===== config.mk =====
export PLATFORM = sky130hd
export DESIGN_NAME = bayer_raw_source_flat
export DESIGN_NICKNAME = d
export VERILOG_FILES = /design/src/rtl/bayer_raw_if.sv /design/src/rtl/bayer_raw_source.sv /design/src/flat_wrapper.sv
export SDC_FILE = /design/constraint.sdc
export NUM_CORES = 1
export LEC_CHECK = 0
export BUFFER_PORTS_ARGS = -buffer_cell sky130_fd_sc_hd__buf_2
export CAP_MARGIN = 15
export CORE_AREA = 2 2 168 170
export CTS_CLUSTER_SIZE = 10
export DETAILED_ROUTE_END_ITERATION = 10
export DIE_AREA = 0 0 170 172
export SYNTH_ARGS = -nofsm -noshare
export SYNTH_HDL_FRONTEND = slang
export SYNTH_SLANG_ARGS = --single-unit

===== constraint.sdc =====
create_clock -name clk_i -period 10 [get_ports clk_i]
set_input_delay 1 -clock clk_i [delete_from_list [all_inputs] [get_ports clk_i]]
set_output_delay 1 -clock clk_i [all_outputs]
set_load 0.02 [all_outputs]

===== src/rtl/bayer_raw_if.sv =====
// bayer_raw_if: raw Bayer pixel stream (data, valid, start/end-of-packet flags)
interface bayer_raw_if #(parameter int DATA_WIDTH = 16);
  logic [DATA_WIDTH-1:0] raw_data;
  logic                  raw_valid;
  logic                  raw_sop;
  logic                  raw_eop;
  modport master(output raw_data, raw_valid, raw_sop, raw_eop);
  modport slave(input raw_data, raw_valid, raw_sop, raw_eop);
endinterface


===== src/rtl/bayer_raw_source.sv =====
// bayer_raw_source: frame generator with blanking, test patterns, pedestal and defect injection
// Outputs are registered from next-state values so the first pixel appears one cycle after start.
module bayer_raw_source #(
  parameter int DATA_WIDTH = 16
) (
  input  logic                  clk_i,
  input  logic                  rst_n_i,
  input  logic                  cfg_enable_i,
  input  logic [12:0]           cfg_width_i,
  input  logic [12:0]           cfg_height_i,
  input  logic [7:0]            cfg_hblank_i,
  input  logic [15:0]           cfg_vblank_i,
  input  logic [1:0]            cfg_pattern_i,
  input  logic [DATA_WIDTH-1:0] cfg_solid_i,
  input  logic [7:0]            cfg_pedestal_i,
  input  logic                  cfg_defect_en_i,
  input  logic [12:0]           cfg_defect_x_i,
  input  logic [12:0]           cfg_defect_y_i,
  input  logic [DATA_WIDTH-1:0] cfg_defect_val_i,
  bayer_raw_if.master           raw,
  output logic                  frame_done_o,
  output logic [15:0]           frame_count_o,
  output logic                  busy_o
);
  typedef enum logic [1:0] {IDLE, ACTIVE, HBLANK, VBLANK} state_t;
  typedef struct packed {
    logic [12:0]           w;
    logic [12:0]           h;
    logic [7:0]            hb;
    logic [15:0]           vb;
    logic [1:0]            pat;
    logic [DATA_WIDTH-1:0] solid;
    logic [7:0]            ped;
    logic                  den;
    logic [12:0]           dx;
    logic [12:0]           dy;
    logic [DATA_WIDTH-1:0] dval;
  } cfg_t;
  state_t                state_q, state_d;
  cfg_t                  cfg_in, cfg_q, cfg_d;
  logic [12:0]           x_q, x_d, y_q, y_d;
  logic [15:0]           cnt_q, cnt_d;
  logic                  load, done_d, start_ok, last_x, last_y, active_d;
  logic [DATA_WIDTH-1:0] bayer, base, pix;
  logic [DATA_WIDTH:0]   sum;
  logic [DATA_WIDTH-1:0] data_q;
  logic                  valid_q, sop_q, eop_q, done_q, busy_q;
  logic [15:0]           count_q;
  assign cfg_in = '{w: cfg_width_i, h: cfg_height_i, hb: cfg_hblank_i, vb: cfg_vblank_i,
                    pat: cfg_pattern_i, solid: cfg_solid_i, ped: cfg_pedestal_i,
                    den: cfg_defect_en_i, dx: cfg_defect_x_i, dy: cfg_defect_y_i,
                    dval: cfg_defect_val_i};
  assign start_ok = cfg_enable_i && |cfg_width_i && |cfg_height_i;
  assign last_x   = x_q == cfg_q.w - 13'd1;
  assign last_y   = y_q == cfg_q.h - 13'd1;
  always_comb begin
    state_d = state_q;
    x_d     = x_q;
    y_d     = y_q;
    cnt_d   = cnt_q;
    load    = 1'b0;
    done_d  = 1'b0;
    case (state_q)
      IDLE: begin
        if (start_ok) begin
          state_d = ACTIVE;
          x_d     = '0;
          y_d     = '0;
          load    = 1'b1;
        end
      end
      ACTIVE: begin
        if (!last_x) begin
          x_d = x_q + 13'd1;
        end else if (!last_y) begin
          x_d = '0;
          if (cfg_q.hb == 8'd0) begin
            y_d = y_q + 13'd1;
          end else begin
            state_d = HBLANK;
            cnt_d   = 16'(cfg_q.hb);
          end
        end else begin
          done_d = 1'b1;
          x_d    = '0;
          y_d    = '0;
          if (cfg_q.vb != 16'd0) begin
            state_d = VBLANK;
            cnt_d   = cfg_q.vb;
          end else begin
            state_d = start_ok ? ACTIVE : IDLE;
            load    = start_ok;
          end
        end
      end
      HBLANK: begin
        if (cnt_q == 16'd1) begin
          state_d = ACTIVE;
          y_d     = y_q + 13'd1;
        end else begin
          cnt_d = cnt_q - 16'd1;
        end
      end
      VBLANK: begin
        if (cnt_q == 16'd1) begin
          state_d = start_ok ? ACTIVE : IDLE;
          x_d     = '0;
          y_d     = '0;
          load    = start_ok;
        end else begin
          cnt_d = cnt_q - 16'd1;
        end
      end
      default: state_d = IDLE;
    endcase
  end
  // a frame starting this edge must see the live config, not the stale latch
  always_comb begin
    cfg_d    = load ? cfg_in : cfg_q;
    active_d = state_d == ACTIVE;
    bayer    = {y_d[0], x_d[0]} == 2'b00 ? DATA_WIDTH'(16'h0C00) :
               {y_d[0], x_d[0]} == 2'b11 ? DATA_WIDTH'(16'h0400) : DATA_WIDTH'(16'h0800);
    base     = cfg_d.pat == 2'd0 ? cfg_d.solid :
               cfg_d.pat == 2'd1 ? DATA_WIDTH'(x_d) :
               cfg_d.pat == 2'd2 ? bayer : {DATA_WIDTH{x_d[3] ^ y_d[3]}};
    sum      = {1'b0, base} + (DATA_WIDTH+1)'(cfg_d.ped);
    pix      = (cfg_d.den && x_d == cfg_d.dx && y_d == cfg_d.dy) ? cfg_d.dval :
               sum[DATA_WIDTH] ? {DATA_WIDTH{1'b1}} : sum[DATA_WIDTH-1:0];
  end
  always_ff @(posedge clk_i or negedge rst_n_i) begin
    if (!rst_n_i) begin
      state_q <= IDLE;
      cfg_q   <= '0;
      x_q     <= '0;
      y_q     <= '0;
      cnt_q   <= '0;
      data_q  <= '0;
      valid_q <= 1'b0;
      sop_q   <= 1'b0;
      eop_q   <= 1'b0;
      done_q  <= 1'b0;
      busy_q  <= 1'b0;
      count_q <= '0;
    end else begin
      state_q <= state_d;
      cfg_q   <= cfg_d;
      x_q     <= x_d;
      y_q     <= y_d;
      cnt_q   <= cnt_d;
      data_q  <= active_d ? pix : '0;
      valid_q <= active_d;
      sop_q   <= active_d && x_d == 13'd0 && y_d == 13'd0;
      eop_q   <= active_d && x_d == cfg_d.w - 13'd1;
      done_q  <= done_d;
      busy_q  <= state_d != IDLE;
      count_q <= count_q + 16'(done_d);
    end
  end
  assign raw.raw_data  = data_q;
  assign raw.raw_valid = valid_q;
  assign raw.raw_sop   = sop_q;
  assign raw.raw_eop   = eop_q;
  assign frame_done_o  = done_q;
  assign frame_count_o = count_q;
  assign busy_o        = busy_q;
endmodule

===== src/flat_wrapper.sv =====
// flat-port wrapper written by rule: the top's interface ports become plain ports
module bayer_raw_source_flat 
#(
  parameter int DATA_WIDTH = 16
)
  (clk_i, rst_n_i, cfg_enable_i, cfg_width_i, cfg_height_i, cfg_hblank_i, cfg_vblank_i, cfg_pattern_i, cfg_solid_i, cfg_pedestal_i, cfg_defect_en_i, cfg_defect_x_i, cfg_defect_y_i, cfg_defect_val_i, frame_done_o, frame_count_o, busy_o, raw_raw_data, raw_raw_valid, raw_raw_sop, raw_raw_eop);
  bayer_raw_if #(.DATA_WIDTH(DATA_WIDTH)) raw_i ();
  input  logic clk_i;
  input  logic rst_n_i;
  input  logic cfg_enable_i;
  input  logic [12:0] cfg_width_i;
  input  logic [12:0] cfg_height_i;
  input  logic [7:0] cfg_hblank_i;
  input  logic [15:0] cfg_vblank_i;
  input  logic [1:0] cfg_pattern_i;
  input  logic [DATA_WIDTH-1:0] cfg_solid_i;
  input  logic [7:0] cfg_pedestal_i;
  input  logic cfg_defect_en_i;
  input  logic [12:0] cfg_defect_x_i;
  input  logic [12:0] cfg_defect_y_i;
  input  logic [DATA_WIDTH-1:0] cfg_defect_val_i;
  output logic frame_done_o;
  output logic [15:0] frame_count_o;
  output logic busy_o;
  output wire logic [$bits(raw_i.raw_data)-1:0] raw_raw_data;
  output wire logic [$bits(raw_i.raw_valid)-1:0] raw_raw_valid;
  output wire logic [$bits(raw_i.raw_sop)-1:0] raw_raw_sop;
  output wire logic [$bits(raw_i.raw_eop)-1:0] raw_raw_eop;
  assign raw_raw_data = raw_i.raw_data;
  assign raw_raw_valid = raw_i.raw_valid;
  assign raw_raw_sop = raw_i.raw_sop;
  assign raw_raw_eop = raw_i.raw_eop;
  bayer_raw_source #(.DATA_WIDTH(DATA_WIDTH)) u_core (.clk_i(clk_i), .rst_n_i(rst_n_i), .cfg_enable_i(cfg_enable_i), .cfg_width_i(cfg_width_i), .cfg_height_i(cfg_height_i), .cfg_hblank_i(cfg_hblank_i), .cfg_vblank_i(cfg_vblank_i), .cfg_pattern_i(cfg_pattern_i), .cfg_solid_i(cfg_solid_i), .cfg_pedestal_i(cfg_pedestal_i), .cfg_defect_en_i(cfg_defect_en_i), .cfg_defect_x_i(cfg_defect_x_i), .cfg_defect_y_i(cfg_defect_y_i), .cfg_defect_val_i(cfg_defect_val_i), .raw(raw_i), .frame_done_o(frame_done_o), .frame_count_o(frame_count_o), .busy_o(busy_o));
endmodule

==> impl_metrics.yaml <==
clock_network:
  clk_path_buf_depth: 2
  clk_latency_ns: 0.46
  cts_made_buffers: 17
  postCtsSetupBuffers: 0
  cts_sinks: 200
  post_cts_resized: 0
  clkTransAtPathRegs_ns: 0.08
  htreeDepth: 4
  cts_root_buf: "clkbuf_16"
  cts_tree: "built"
  cts_hold_buf: 0
final_layout:
  drive_above_1_share: 0.157
  area_growth_pct: 13.7
  insertedDiodeCount: 0
  sequential_cell_area_um2: 5000
  layout.nets: 1736
  post-route-util: 0.505
  multi_input_area_um2: 6670
  fillCellCount: 2703
  stdcell_area_um2: 13900
min_path:
  holdCritStartpoint: "u_core.cfg_q[56]$_DFF_PN0_"
  hold_path_class: "reg2reg"
  worstHoldPathCells: 2
  holdPathEnd: "u_core.cfg_q[56]$_DFF_PN0_"
drt:
  dr_wl_met3_um: 2130
  route.vias.total: 11300
  wirelength_um: 36600
  met1Wirelength_um: 16600
  met2_length_um: 17000
  wire_per_inst_um: 18.7
  antenna_left: 0
  drc: 0
  vias_per_cell: 5.79
  drt_iter0_markers: 868
  dr.pass1.iters: 7
  highest_layer: "met4"
logic_synthesis:
  synth_mux_area_frac: 0.0236
  synthSimpleGateAreaFrac: 0.266
  synth_warnings: 0
  synth_top_family_by_area: "simple AND/OR/NAND/NOR gates"
  syn_area_per_cell_um2: 8.27
  netlist_instances: 1477
  syn_nets: 1619
  netlist_area_um2: 12200
  synthXorXnorAreaFrac: 0.0610
  synth_fa_ha_area_frac: 0.0211
  synthDistinctLibCells: 88
  synth_compound_area_frac: 0.173
  async_reset_ff_frac: 1.00
  synth-edff-count: 0
  synth_flop_cell: "dfrtp_1"
  ys_ff_latch: 200
  yosysSeqAreaShare: 0.410
worst_setup_path:
  path_class: "reg2reg"
  r2r_cells: 27
  path_max_fanout: 23
  cp-start-kind: "flip-flop"
  worstSetupPathDepth: 27
  end_kind: "flip-flop"
  worst_r2r_startpoint: "u_core.cfg_q[93]$_DFFE_PN0N_"
  required_ns: 10.38
  critPathBufInv: 5
  path_delay_family: "simple AND/OR/NAND/NOR gates"
  r2r_setup_slack_ns: 1.86
  r2r-end: "u_core.raw.raw_data[14]$_DFF_PN0_"
  cpMaxStageDelayCell: "or4b_1"
  max_stage_delay_ns: 0.77
  worstPathArrival_ns: 8.53
placed_design:
  hpwl_um: 26300
  placed_area_um2: 13300
  gp_congestion: 0.900
  place.port_buffers: 158
status:
  status: "finished, final reports clean"
run:
  maxCapViolCount: 0
floorplan:
  die_width_um: 170
  die_y_um: 172
  pin_count: 159
  die_area_um2: 29200
  start_util: 0.444
  rows: 61
  core_area_um2: 27500
power_and_ir_drop:
  power_density_nw_per_um2: 313
  ir_worst_vdd_mv: 0.136
  leakagePower_nw: 6.50
sta:
  rsz0062_at_grt: "no"
  clock.fmax_mhz: 123
  relSlewSlack: 0.345
  setup_tns_ns: 0
  skew_ns: 0.0172
  drv_slew: 0
  min_period_ns: 8.14
  worst_pin_slew_ns: 0.983
  finalSetupViolCount: 0
  fin_crit_sh: 0.814
  finalHoldViolCount: 0
global_route:
  grt_remaining_overflow: 0
  antenna_found_initial: 0
  grt_max_degree: 104
  grt_pass1_wl_um: 58900
  grt_pass1_vias: 11000
  grt_usage: 0.258
[area by class of cell]
| cell class | count | area share |
|---|---|---|
| Timing Repair Buffer | 177 | 0.0688 |
| Clock inverter | 15 | 0.0143 |
| Multi-Input combinational cell | 1145 | 0.480 |
| Clock buffer | 17 | 0.0306 |
| Inverter | 53 | 0.0143 |
| Tap cell | 346 | 0.0312 |
| Sequential cell | 200 | 0.360 |
[layer usage]
layer  global-route usage  vias up
met5                    0        -
met4               0.0717        0
met3               0.0437       55
met2                0.426      360
met1                0.352     5442
li1                     -     5460
[worst reg2reg max path: stages (launching register included)]
cell	delay, ns
dfrtp_1	0.46
inv_1	0.10
ha_1	0.29
or4b_2	0.64
nor4b_1	0.37
xor2_1	0.11
a21oi_1	0.12
or4b_1	0.77
or3_1	0.46
buf_4	0.24
nand2_4	0.27
mux2i_1	0.66
inv_1	0.38
o21ai_0	0.31
ha_1	0.22
inv_1	0.06
fa_1	0.39
inv_1	0.07
a21oi_1	0.05
o21ai_0	0.26
a21oi_1	0.11
o21ai_0	0.28
a21o_1	0.18
a21o_1	0.23
o21ai_0	0.17
nor3b_1	0.32
nor2_1	0.29
a31oi_1	0.26
[cell families (layout without fill, tap and decap cells)]
group / Yosys count / in the layout
multiplexers: 27 / 27
buffers and inverters: 132 / 262
AO/OA/AOI/OAI: 320 / 320
flip-flops: 200 / 200
XOR/XNOR: 85 / 85
AND/OR/NAND/NOR: 693 / 693
adder cells (fa/ha/maj): 20 / 20
[synthesized netlist by cell type (4+ instances only)]
cell type    n  area [um2]
nor4b_1      5        43.8
and2_1      15        93.8
a211oi_1    13        97.6
o31ai_1     11        82.6
ha_1        19         238
dfrtp_1    200        5000
o311ai_0     4        35.0
buf_6        6        67.6
a21oi_1     74         370
a32oi_1      5        43.8
a41oi_1      5        43.8
or2_2       10        62.6
nor3b_1      6        45.0
nand3b_1     6        45.0
xnor2_1     54         473
o211ai_1    18         135
mux2i_1     13         130
and3_1      16         100
xor2_1      31         272
clkbuf_1    48         180
nand4_1     18         113
o21ai_0     78         390
nor4_1      30         188
or3_1        8        50.1
a31oi_1     10        62.6
nand2b_1     9        56.3
a32o_1       4        40.0
buf_2        7        35.0
nand3_1     76         380
o311a_1      4        40.0
buf_1       15        56.3
mux2_2      14         158
nor2_1      79         297
nor3_1      31         155
or4_1       13        97.6
o21ai_1     17        85.1
inv_1       52         195
a21o_1       8        60.1
o21bai_1     6        45.0
o21a_1       7        52.6
o22ai_1      8        50.1
a22oi_1      4        30.0
nand2_1    349        1310
[placed cells by master (no fill, tap or decap), drive strengths merged, types with 14 or more instances in the layout]
cell type / netlist / layout
ha: 19 / 19
nand3: 77 / 77
nand2: 350 / 350
nor3: 32 / 32
buf: 31 / 176
xor2: 31 / 31
nor4: 30 / 30
and3: 16 / 16
o211ai: 18 / 18
and2: 15 / 15
clkbuf: 48 / 18
xnor2: 54 / 54
inv: 52 / 59
a21oi: 75 / 75
a211oi: 14 / 14
or4: 14 / 14
mux2: 14 / 14
o21ai: 95 / 95
dfrtp: 200 / 200
nand4: 18 / 18
nor2: 79 / 79
[worst max-delay path by stage]
stage | startpoint | endpoint | slack (ns)
after floorplan | u_core.cfg_q[93]$_DFFE_PN0N_ | u_core.raw.raw_data[10]$_DFF_PN0_ | 3.14
after global placement | u_core.cfg_q[93]$_DFFE_PN0N_ | u_core.raw.raw_data[14]$_DFF_PN0_ | 2.34
after detailed placement | u_core.cfg_q[93]$_DFFE_PN0N_ | u_core.raw.raw_data[15]$_DFF_PN0_ | 2.00
after CTS | u_core.cfg_q[93]$_DFFE_PN0N_ | u_core.raw.raw_data[14]$_DFF_PN0_ | 1.91
after global routing | u_core.cfg_q[93]$_DFFE_PN0N_ | u_core.raw.raw_data[14]$_DFF_PN0_ | 1.07
final | u_core.cfg_q[93]$_DFFE_PN0N_ | u_core.raw.raw_data[14]$_DFF_PN0_ | 1.86
[power by group]
| part | total, mW | switching [mW] | internal, mW | leakage [nW] |
|---|---|---|---|---|
| logic | 2.16 | 1.31 | 0.847 | 3.68 |
| registers | 1.45 | 0.318 | 1.14 | 2.52 |
| clock network | 0.734 | 0.388 | 0.345 | 0.301 |
| total | 4.35 | 2.02 | 2.33 | 6.50 |
[state kept, by name, summed over array words and instances, names as in the netlist]
register and count:
u_core.cfg_q 119, u_core.cnt_q 16, u_core.frame_count_o 16, u_core.raw.raw_data 16, u_core.x_q 13, u_core.y_q 13, u_core.state_q 2, u_core.busy_o 1
u_core.frame_done_o 1, u_core.raw.raw_eop 1, u_core.raw.raw_sop 1, u_core.raw.raw_valid 1
[through the flow]
stage	worst slack (ns)	std cells	hold slack, ns	total power, mW
after global placement	2.34	1921	0.445	3.57
after detailed placement	2.00	1921	0.451	3.61
final	1.86	1953	0.470	4.35
after floorplan	3.14	1477	0.429	2.96
after global routing	1.07	1953	0.490	4.71
after CTS	1.91	1953	0.472	4.35
Note: power is estimated with default switching activity, not from simulation.
